**src/rtl/bf16_pkg.sv**
```systemverilog
// Shared bfloat16 types, constants and feeder FSM state encoding.
// Also provides the denormal flush helper used by the operand feeder.
package bf16_pkg;

    typedef struct packed {
        logic       sign;
        logic [7:0] exp;
        logic [6:0] man;
    } bf16_t;

    localparam logic [15:0] BF16_POS_ZERO = 16'h0000;
    localparam logic [7:0]  BF16_EXP_MAX  = 8'hFF;

    typedef enum logic [1:0] {
        StWaitReady = 2'd0,
        StPhaseA    = 2'd1,
        StPhaseB    = 2'd2
    } feeder_state_e;

    // Subnormal inputs collapse to a zero that keeps the operand's sign.
    function automatic logic [15:0] bf16_flush_denorm(input logic [15:0] x);
        bf16_t v;
        v = bf16_t'(x);
        if (v.exp == 8'h00 && v.man != 7'h00) begin
            return {v.sign, 15'b0};
        end
        return x;
    endfunction

endpackage

```
**src/rtl/bf16_pair_fifo.sv**
```systemverilog
// Operand-pair FIFO: 32-bit entries {a, b}, power-of-two DEPTH, registered occupancy.
// Push is refused when full and pop when empty; pointers wrap naturally.
module bf16_pair_fifo
    import bf16_pkg::*;
#(
    parameter int unsigned DEPTH = 4
) (
    input  logic                     clock,
    input  logic                     nreset,
    input  logic                     i_push,
    input  logic [31:0]              i_wdata,
    input  logic                     i_pop,
    output logic [31:0]              o_rdata,
    output logic [$clog2(DEPTH):0]   o_count,
    output logic                     o_full,
    output logic                     o_empty
);

    localparam int unsigned AW = $clog2(DEPTH);
    localparam int unsigned CW = AW + 1;
    localparam logic [CW-1:0] FULL_COUNT = CW'(DEPTH);

    logic [31:0]   r_mem [DEPTH];
    logic [AW-1:0] r_wptr;
    logic [AW-1:0] r_rptr;
    logic [CW-1:0] r_count;
    logic          w_do_push;
    logic          w_do_pop;

    assign o_full    = (r_count == FULL_COUNT);
    assign o_empty   = (r_count == '0);
    assign w_do_push = i_push & ~o_full;
    assign w_do_pop  = i_pop & ~o_empty;
    assign o_rdata   = r_mem[r_rptr];
    assign o_count   = r_count;

    always_ff @(posedge clock) begin
        if (w_do_push) begin
            r_mem[r_wptr] <= i_wdata;
        end
    end

    always_ff @(posedge clock or negedge nreset) begin
        if (!nreset) begin
            r_wptr  <= '0;
            r_rptr  <= '0;
            r_count <= '0;
        end else begin
            if (w_do_push) begin
                r_wptr <= r_wptr + AW'(1);
            end
            if (w_do_pop) begin
                r_rptr <= r_rptr + AW'(1);
            end
            if (w_do_push && !w_do_pop) begin
                r_count <= r_count + CW'(1);
            end else if (w_do_pop && !w_do_push) begin
                r_count <= r_count - CW'(1);
            end
        end
    end

endmodule

```
**src/rtl/bf16_operand_feeder.sv**
```systemverilog
// Feeds queued bfloat16 operand pairs to a two-phase adder, one launch per adder_ready pulse.
// Build option BF16_FEEDER_FLUSH_DENORM_EN: flush subnormal operands to signed zero at pop.
module bf16_operand_feeder
    import bf16_pkg::*;
#(
    parameter int unsigned DEPTH = 4
) (
    input  logic                     clock,
    input  logic                     nreset,
    input  logic                     in_valid,
    output logic                     in_ready,
    input  logic [15:0]              in_a,
    input  logic [15:0]              in_b,
    input  logic                     adder_ready,
    output logic [15:0]              op_a,
    output logic [15:0]              op_b,
    output logic                     issued,
    output logic                     bubble,
    output logic [$clog2(DEPTH):0]   fifo_count,
    output logic [7:0]               bubble_cnt,
    output logic                     protocol_err
);

    feeder_state_e r_state;
    feeder_state_e w_state_next;

    logic [31:0] w_head;
    logic        w_fifo_full;
    logic        w_fifo_empty;
    logic        w_push;
    logic        w_launch;
    logic        w_pop;
    logic        w_bubble_take;
    logic        w_proto_hit;
    logic [15:0] w_next_a;
    logic [15:0] w_next_b;

    logic [15:0] r_op_a;
    logic [15:0] r_op_b;
    logic        r_issued;
    logic        r_bubble;
    logic [7:0]  r_bubble_cnt;
    logic        r_protocol_err;

    assign in_ready = ~w_fifo_full;
    assign w_push   = in_valid & in_ready;

    bf16_pair_fifo #(
        .DEPTH (DEPTH)
    ) u_fifo (
        .clock   (clock),
        .nreset  (nreset),
        .i_push  (w_push),
        .i_wdata ({in_a, in_b}),
        .i_pop   (w_pop),
        .o_rdata (w_head),
        .o_count (fifo_count),
        .o_full  (w_fifo_full),
        .o_empty (w_fifo_empty)
    );

`ifdef BF16_FEEDER_FLUSH_DENORM_EN
    assign w_next_a = bf16_flush_denorm(w_head[31:16]);
    assign w_next_b = bf16_flush_denorm(w_head[15:0]);
`else
    assign w_next_a = w_head[31:16];
    assign w_next_b = w_head[15:0];
`endif

    always_comb begin
        w_state_next = r_state;
        w_launch     = 1'b0;
        w_proto_hit  = 1'b0;
        unique case (r_state)
            StWaitReady: begin
                if (adder_ready) begin
                    w_launch     = 1'b1;
                    w_state_next = StPhaseA;
                end
            end
            StPhaseA: begin
                w_proto_hit  = adder_ready;
                w_state_next = StPhaseB;
            end
            StPhaseB: begin
                w_proto_hit  = adder_ready;
                w_state_next = StWaitReady;
            end
            default: begin
                w_state_next = StWaitReady;
            end
        endcase
    end

    // Emptiness is the registered view, so a same-cycle push into an empty FIFO still bubbles.
    assign w_pop         = w_launch & ~w_fifo_empty;
    assign w_bubble_take = w_launch & w_fifo_empty;

    always_ff @(posedge clock or negedge nreset) begin
        if (!nreset) begin
            r_state        <= StWaitReady;
            r_op_a         <= BF16_POS_ZERO;
            r_op_b         <= BF16_POS_ZERO;
            r_issued       <= 1'b0;
            r_bubble       <= 1'b0;
            r_bubble_cnt   <= 8'h00;
            r_protocol_err <= 1'b0;
        end else begin
            r_state  <= w_state_next;
            r_issued <= w_pop;
            r_bubble <= w_bubble_take;
            // Operands hold from PHASE_A until the next launch.
            if (w_launch) begin
                r_op_a <= w_pop ? w_next_a : BF16_POS_ZERO;
                r_op_b <= w_pop ? w_next_b : BF16_POS_ZERO;
            end
            if (w_bubble_take && r_bubble_cnt != 8'hFF) begin
                r_bubble_cnt <= r_bubble_cnt + 8'h01;
            end
            if (w_proto_hit) begin
                r_protocol_err <= 1'b1;
            end
        end
    end

    assign op_a         = r_op_a;
    assign op_b         = r_op_b;
    assign issued       = r_issued;
    assign bubble       = r_bubble;
    assign bubble_cnt   = r_bubble_cnt;
    assign protocol_err = r_protocol_err;

endmodule
```
**config.mk**
```make
export PLATFORM = sky130hd
export DESIGN_NAME = bf16_operand_feeder
export DESIGN_NICKNAME = d
export VERILOG_FILES = /design/src/rtl/bf16_pkg.sv /design/src/rtl/bf16_pair_fifo.sv /design/src/rtl/bf16_operand_feeder.sv
export SDC_FILE = /design/constraint.sdc
export NUM_CORES = 1
export LEC_CHECK = 0
export CAP_MARGIN = 15
export CORE_ASPECT_RATIO = 1.75
export CORE_MARGIN = 1.5
export CORE_UTILIZATION = 50
export DETAILED_ROUTE_END_ITERATION = 16
export PLACE_DENSITY_LB_ADDON = 0.25
export SETUP_SLACK_MARGIN = 0.2
export SYNTH_ARGS = -nofsm -noshare
export SYNTH_HDL_FRONTEND = slang
export SYNTH_SLANG_ARGS = --single-unit
```
**constraint.sdc**
```tcl
create_clock -name clock -period 4 [get_ports clock]
set_clock_uncertainty 0.2 [all_clocks]
set_input_delay 0.8 -clock clock [delete_from_list [all_inputs] [get_ports clock]]
set_output_delay 0.8 -clock clock [all_outputs]
set_load 0.02 [all_outputs]
```
==> results of run 1 <==
## cells by family after synthesis
kind of cell / synth area share
multiplexers: 0.115
XOR/XNOR: 0.0142
flip-flops: 0.758
AND/OR/NAND/NOR: 0.0236
AO/OA/AOI/OAI: 0.0476
adder cells (fa/ha/maj): 0.0196
buffers and inverters: 0.0216
## through the flow
step | worst slack [ps] | utilization | instances | total power [µW] | instance area (µm²)
after floorplan | 1340 | - | 329 | 4060 | 6780
after global placement | 873 | 0.581 | 574 | 4680 | 7740
after detailed placement | 798 | 0.581 | 574 | 4750 | 7740
after CTS | 1210 | 0.628 | 606 | 6490 | 8360
after global routing | 1080 | 0.629 | 607 | 6730 | 8380
final | 1210 | 0.629 | 607 | 6430 | 8380
## synth_stat cells (all sizes together)
library cell  instances  area (µm²)
a21o                  1        7.51
a22o                 32         280
and2                  2        12.5
and3                  4        25.0
buf                  10         101
clkbuf                4        15.0
dfrtp                52        1300
edfxtp              128        3840
fa                    1        20.0
ha                    9         113
inv                   8        30.0
mux2                  4        45.0
mux4                 32         736
nand2                 8        30.0
nand2b                1        6.26
nand3                 4        20.0
nand4                 2        12.5
nor2                  7        28.8
nor3                  4        25.0
o211ai                1        12.5
o21a                  1        7.51
o21ai                 3        15.0
xnor2                 4        35.0
xor2                  7        61.3
## path summary, 6_finish.rpt
path | startpoint | end | slack [ps] | cells past startpoint
max | adder_ready | u_fifo.o_count[2] | 1210 | 11
min in group clock | protocol_err | protocol_err | 260 | 1
max in group asynchronous | nreset | u_fifo.r_rptr[0] | 2680 | 2
min | nreset | op_a[1] | 70 | 1
max reg2reg | r_state[0] | u_fifo.o_count[2] | 1430 | 12
min reg2reg | protocol_err | protocol_err | 260 | 1
## worst reg2reg max path: stages, from the launching register on
cell,delay (ps)
dfrtp_1,350
inv_1,70
ha_1,230
nand2_2,60
buf_4,380
nor2_4,80
inv_1,60
ha_1,170
inv_1,60
fa_1,370
xor2_1,170
nor2_1,130
xor2_1,160
## routing by layer
layer	wire (µm)	track usage
met2	6810	0.335
met5	0	0
met3	345	0.0391
met4	124	0.0737
met1	4760	0.202
## report_power, final
part / switching, µW / leakage [µW] / internal, µW
sequential: 316 / 0.00182 / 2520
clock: 730 / 0.000301 / 1000
combinational: 893 / 0.000924 / 969
## layout make-up
class	instances	area (µm²)
inverters	8	30.0
multi-input cells	127	1510
repair buffers	86	858
well taps	174	218
clock buffers	17	425
flip-flops and latches	180	5150
clock inverters	15	194
fillers	941	4930
## registers in the layout, indices dropped and copies added, names as in the netlist
register	flops
u_fifo.r_wptr	2
u_fifo.o_count	3
bubble_cnt	8
op_b	16
op_a	16
u_fifo.r_rptr	2
bubble	1
protocol_err	1
issued	1
u_fifo.r_mem	128
r_state	2
## placed cells by master, fill, tap and decap left out, types with 5 or more instances in the layout
cell             count
mux4_2              28
inv_6                5
clkdlybuf4s50_1     81
nand2_1              7
ha_1                 9
inv_1                8
xor2_1               7
clkbuf_16           17
dfrtp_1             50
nor2_1               6
a22o_1              32
edfxtp_1           128
==> flow_summary.ini, run 1 <==
[grt]
grt_usage = 0.182
grt-ovfl-total = 0
first_global_vias = 3586
grt_pass1_wl_mm = 19.0
grt_max_degree = 39
antenna_found_initial = 0

[worst_setup_path]
cp_top_family = buffers and inverters
cpMaxStageDelayCell = clkdlybuf4s50_1
cp-end-kind = flip-flop
path_cells = clkdlybuf4s50_1 > nand2_2 > buf_4 > nor2_4 > inv_1 > ha_1 > inv_1 > fa_1 > xor2_1 > nor2_1 > xor2_1
cp.required_ps = 4140
cpPeakStageDelay_ps = 460
startpoint_type = input pin
critPathKind = input pin to flip-flop
crit_arrival_ps = 2930
path_buf_inv = 4
cp_max_fo = 33

[synthesis]
yosysWarnings = 0
ys_ff_latch = 180
yosysSeqAreaShare = 0.758
synthCells = 329
synth_cell_types = 30
synthesis.area_mm2 = 0.00678
syn_avg_cell_area_um2 = 20.6
syn-num-nets = 375

[cts]
clk_pin_slew_worst_paths_ps = 70
root_buffer = clkbuf_16
hold_buffers = 0
cts.sinks = 180
post-cts-setup-buffers = 0
cts_tree = done
cts_made_buffers = 17
clk_latency_ps = 420
htree_levels = 4
cts.path.max_buffers = 2
cts_resized = 0

[pwr]
vdd_drop_max_uv = 445
p_leak_uw = 0.00305
power.density_mw_per_mm2 = 768

[routing]
vias = 3342
avgRoutedWirePerCell_um = 19.8
antenna_left = 0
via_per_inst = 5.51
route.detailed.drc = 0
wl_mm = 12.0
dr.pass1.iters = 4
drt_iter0_drc = 139

[sta]
fin_tns_setup_ps = 0
layout_min_cycle_time_ps = 2790
hold_slack_ps = 72.8
relSlewSlack = 0.400
rsz0062_at_grt = false
hold_viol = 0
max_clock_freq_mhz = 358
worst_pin_slew_ps = 900
fin_crit_sh = 0.699
drv_slew = 0
setup-violations-final = 0

[run_status]
status = complete, no violations

[placement]
port_buffers = 82
gp_congestion = 0.683
place_hpwl_mm = 7.08

[floorplan]
rows = 56
dieArea_mm2 = 0.0143
start_util = 0.510
io_pins = 83
coreArea_mm2 = 0.0133
die_h_um = 157
dieWidth_um = 91.1

[cells_and_area]
layout-drive-gt1-share = 0.182
area_delta_synth_final_pct = 23.5
antenna_cells = 0
nets = 466

[job]
drv_cap = 0

[worst_hold_path]
hp-class = input pin to async pin
No activity file was read; power rests on OpenSTA's default activity.
==> run 2, diff against run 1 <==
- clock period: 4 -> 2.4 ns (I/O delays scaled with it)
==> run 2 against run 1 <==
Non-clock buffer count rose by 16. Critical path depth fell by 10. Count of clock-buffer cells in the layout rose by 2. Sequential share of layout area fell by 1.7 points. Die area did not move. Hold slack improved by 220 ps. Register-to-register slack got worse by 1200 ps. Via count rose by 0.48%. Worst setup slack got worse by 940 ps. Flip-flop and latch count did not move. Cell count rose by 2.6%.
==> flow_summary.ini, run 2 (synthesis results as in run 1) <==
[routing]
route.detailed.drc = 0
via_per_inst = 5.39
antenna_left = 0
vias = 3358
avgRoutedWirePerCell_um = 20.3
dr.pass1.iters = 4
drt_iter0_drc = 191
wl_mm = 12.6

[grt]
grt_pass1_wl_mm = 20.0
grt_max_degree = 36
first_global_vias = 3665
grt_usage = 0.192
antenna_found_initial = 0
grt-ovfl-total = 0

[worst_setup_path]
cp_max_fo = 5
path_cells = clkdlybuf4s50_1
cp_top_family = buffers and inverters
startpoint_type = flip-flop
cpMaxStageDelayCell = clkdlybuf4s50_1
path_buf_inv = 1
crit_arrival_ps = 1460
cp.required_ps = 1720
critPathKind = flip-flop to output port
cpPeakStageDelay_ps = 630
cp-end-kind = output port

[cts]
cts_made_buffers = 17
clk_pin_slew_worst_paths_ps = 70
cts.sinks = 180
clk_latency_ps = 420
cts.path.max_buffers = 2
htree_levels = 4
cts_tree = done
root_buffer = clkbuf_16

[sta]
max_clock_freq_mhz = 468
worst_pin_slew_ps = 667
rsz0062_at_grt = false
fin_tns_setup_ps = 0
hold_viol = 0
setup-violations-final = 0
relSlewSlack = 0.555
layout_min_cycle_time_ps = 2140
fin_crit_sh = 0.890
fin_ws_ps = 263
drv_slew = 0

[placement]
port_buffers = 82
gp_congestion = 0.699
place_hpwl_mm = 7.90
place_ws_ps = -81.1

[cells_and_area]
layout_common_cells = edfxtp_1, clkdlybuf4s50_1, dfrtp_1, a22o_1, mux4_2
nets = 482
antenna_cells = 0
regMostFlops = u_fifo.r_mem
layout-drive-gt1-share = 0.227
multi_input_area_mm2 = 0.00155
largest_register_ff_count = 128
num-fill-cells = 946
post-route-util = 0.648
final_common_cell = edfxtp_1
area_delta_synth_final_pct = 27.2
seq_area_mm2 = 0.00515

[floorplan]
die_h_um = 157
dieWidth_um = 91.1
coreArea_mm2 = 0.0133
dieArea_mm2 = 0.0143
rows = 56
start_util = 0.510
io_pins = 83

[pwr]
pwr-share-seq = 0.429
power_frac_comb = 0.323
power.density_mw_per_mm2 = 1260
pwr-share-clk = 0.248
vdd_drop_max_uv = 605
p_sw_uw = 3330
internal_power_uw = 7510
p_leak_uw = 0.00320
p_sw_frac = 0.307

[worst_hold_path]
hp-class = flip-flop to flip-flop

[run_status]
status = complete, no violations

[job]
drv_cap = 0
run 2: repair_timing:
action | CTS | global route
hold endpoints to repair | 23 | 0
endpoints found under the setup margin | 1 | 6
cloned | 0 | 0
hold buffers | 1 | 0
setup buffers | 0 | 3
resized for setup | 1 | 5
run 2: through the flow:
stage | total power [µW] | hold slack [ps] | instance area [µm²] | instances
after floorplan | 6850 | -15.6 | 6840 | 329
after global placement | 8140 | 284 | 8010 | 587
after detailed placement | 8260 | 284 | 8010 | 587
after CTS | 11000 | 299 | 8590 | 620
after global routing | 11400 | 325 | 8630 | 623
final | 10800 | 293 | 8630 | 623
run 2: routing by layer:
layer  vias up  wire [µm]  GRT usage
li1       1527          -          -
met1      1748       4950      0.223
met2        74       7100      0.349
met3         9        414     0.0420
met5         -          0          0
met4         0        165     0.0670
run 2: final timing paths:
path / startpoint / to / slack, ps / depth (start not counted)
setup / recovery: bubble_cnt[1] / bubble_cnt[1] / 260 / 1
hold / removal: protocol_err / protocol_err / 290 / 1
setup reg to reg: u_fifo.o_count[1] / u_fifo.o_count[1] / 270 / 7
hold reg to reg: protocol_err / protocol_err / 290 / 1
max in group asynchronous: nreset / u_fifo.o_count[1] / 950 / 3
min in group asynchronous: nreset / bubble_cnt[0] / 430 / 2
run 2: layout make-up:
class / count / share of cell area
Tap cell: 174 / 0.0252
Multi-Input combinational cell: 127 / 0.179
Timing Repair Buffer: 102 / 0.128
Clock buffer: 19 / 0.0502
Clock inverter: 13 / 0.0170
Sequential cell: 180 / 0.597
Inverter: 8 / 0.00348
run 2: power by group through the flow:
stage	Sequential [µW]	Clock [µW]	Combinational, µW
after floorplan	4910	0	1940
after global placement	4700	0	3440
after detailed placement	4730	0	3530
after CTS	4670	2740	3550
after global routing	4750	2870	3770
final	4650	2690	3500
==> variant: new RTL, config.mk and constraints of run 1 <==
Build with the macro `BF16_FEEDER_FLUSH_DENORM_EN` defined.
--- a/src/rtl/bf16_operand_feeder.sv
+++ b/src/rtl/bf16_operand_feeder.sv
@@ -1,5 +1,7 @@
 // Feeds queued bfloat16 operand pairs to a two-phase adder, one launch per adder_ready pulse.
 // Build option BF16_FEEDER_FLUSH_DENORM_EN: flush subnormal operands to signed zero at pop.
+`define BF16_FEEDER_FLUSH_DENORM_EN
+
 module bf16_operand_feeder
     import bf16_pkg::*;
 #(
Function: changed (Yosys sat finds a counterexample within 4 cycles, from zero or initial values and one cycle with nreset low).
==> variant against run 1 <==
- wire length grew 5.0%
- core utilization fell by 0.43 points
- sequential cell count is the same
- global-route usage rose by 1.2 points
- synthesized cell count increased by 0.61%
- design area is 0.16% lower
- worst setup slack better by 0.019 ns
- clock power fell by 12%
- largest power group unchanged
- power is 2.0% lower
- synthesized area grew 0.68%
==> variant: results (changes against run 1) <==
[outcome]
status = finished, final reports clean

[critical_path]
slowest_stage = dfrtp_2
crit_family = flip-flops
slowest_delay_ns = 0.89  ; +0.43 ns
crit_fanout = 24  ; -27%

[timing]
slew_headroom = 0.394  ; -0.00575
slew_viol_final = 0  ; unchanged

[global_route]
grt_max_degree = 39  ; unchanged
grt_pass1_wl_um = 20400  ; +7.2%
antenna_found_initial = 0  ; unchanged
grt_use_total = 0.194  ; +0.0125
grt_pass1_vias = 3735  ; +4.2%

[layout]
drive_above_1_share = 0.181  ; -0.00167
largest_register_ffs = 128  ; unchanged
nets = 470  ; +0.86%
diodes = 0  ; unchanged

[yosys]
synthMuxAreaShare = 0.114  ; -0.00133
synth_edf_count = 128  ; unchanged
synthAdderAreaFrac = 0.0194  ; -0.000133
synth-compound-area-share = 0.0485  ; +0.000960
ys_top_cells_by_area = edfxtp_1 56%, dfrtp_1 19%, mux4_2 8.6%, mux4_1 2.3%, a22o_1 2.3%
yosysSeqAreaShare = 0.753  ; -0.00514
synth_common_cells = 128 x edfxtp_1, 52 x dfrtp_1, 26 x mux4_2
async_reset_ff_frac = 0.289  ; unchanged
ys_types = 32  ; +6.7%
yosys.area_share.xor_xnor = 0.0167  ; +0.00247
syn_nets = 377  ; +0.53%

[pwr]
p_leak_nw = 3.00  ; -1.6%
ir_drop_v = 0.000340  ; -24%

[cts]
h-tree-depth = 4  ; unchanged

[drt]
drt_iter0_drc = 171  ; +23%
wirelength_um = 12600  ; +5.0%
vias = 3429  ; +2.6%

[place]
dp_hpwl_um = 7920  ; +12%
port_buffers = 82  ; unchanged
gp_congestion = 0.731  ; +6.9%

[worst_hold_path]
hp-class = reg -> reg

[variant: final timing paths]
kind	startpoint	endpoint	slack [ns]	cells past startpoint
max	u_fifo.r_rptr[0]	op_a[1]	1.22	4
min	protocol_err	protocol_err	0.27	1
max reg2reg	u_fifo.r_rptr[0]	op_a[1]	1.22	4
min reg2reg	protocol_err	protocol_err	0.27	1
max in group asynchronous	nreset	op_b[6]	2.54	2
min in group asynchronous	nreset	r_state[1]	0.30	1
[variant: power breakdown]
part,switching [mW],internal (mW),total (mW)
clock network,0.719,0.811,1.53
registers,0.280,2.52,2.80
logic,1.00,0.975,1.98
total,2.00,4.30,6.30
[variant: area by class of cell]
| cell class | instances | area [um2] |
|---|---|---|
| flip-flops and latches | 180 | 5150 |
| fillers | 987 | 5020 |
| multi-input cells | 129 | 1560 |
| repair buffers | 88 | 861 |
| clock buffers | 18 | 429 |
| well taps | 174 | 218 |
| clock inverters | 14 | 116 |
| inverters | 8 | 30.0 |
[variant: through the flow]
| step | cells | setup WS [ns] | hold WS, ns | cell area (um2) |
|---|---|---|---|---|
| 2_1_floorplan | 331 | 1.14 | 0.304 | 6830 |
| 3_3_place_gp | 579 | 1.13 | 0.244 | 7820 |
| 3_5_place_dp | 579 | 1.03 | 0.263 | 7820 |
| 4_1_cts | 611 | 1.17 | 0.278 | 8360 |
| 5_1_grt | 611 | 1.04 | 0.296 | 8360 |
| 6_report | 611 | 1.22 | 0.272 | 8360 |
[variant: worst reg2reg max path, stage by stage (launching register included)]
cell     delay (ns)
dfrtp_2        0.89
mux4_1         0.69
nor4_2         0.38
nand2_2        0.21
a32o_1         0.30
[variant: cells by family (layout without fill, tap and decap cells)]
family / count (synthesis) / after routing
compound gates: 36 / 36
xor+xnor: 13 / 13
fa+ha+maj: 10 / 10
buf+inv: 22 / 128
flops: 180 / 180
mux: 35 / 35
simple gates: 35 / 35
[variant: metal layers]
metal  routed length [um]  track usage  up-vias
met5                    0            0        -
met4                  248       0.0871        0
met3                  501       0.0403       18
met2                 7120        0.351       96
met1                 4770        0.220     1785
li1                     -            -     1530
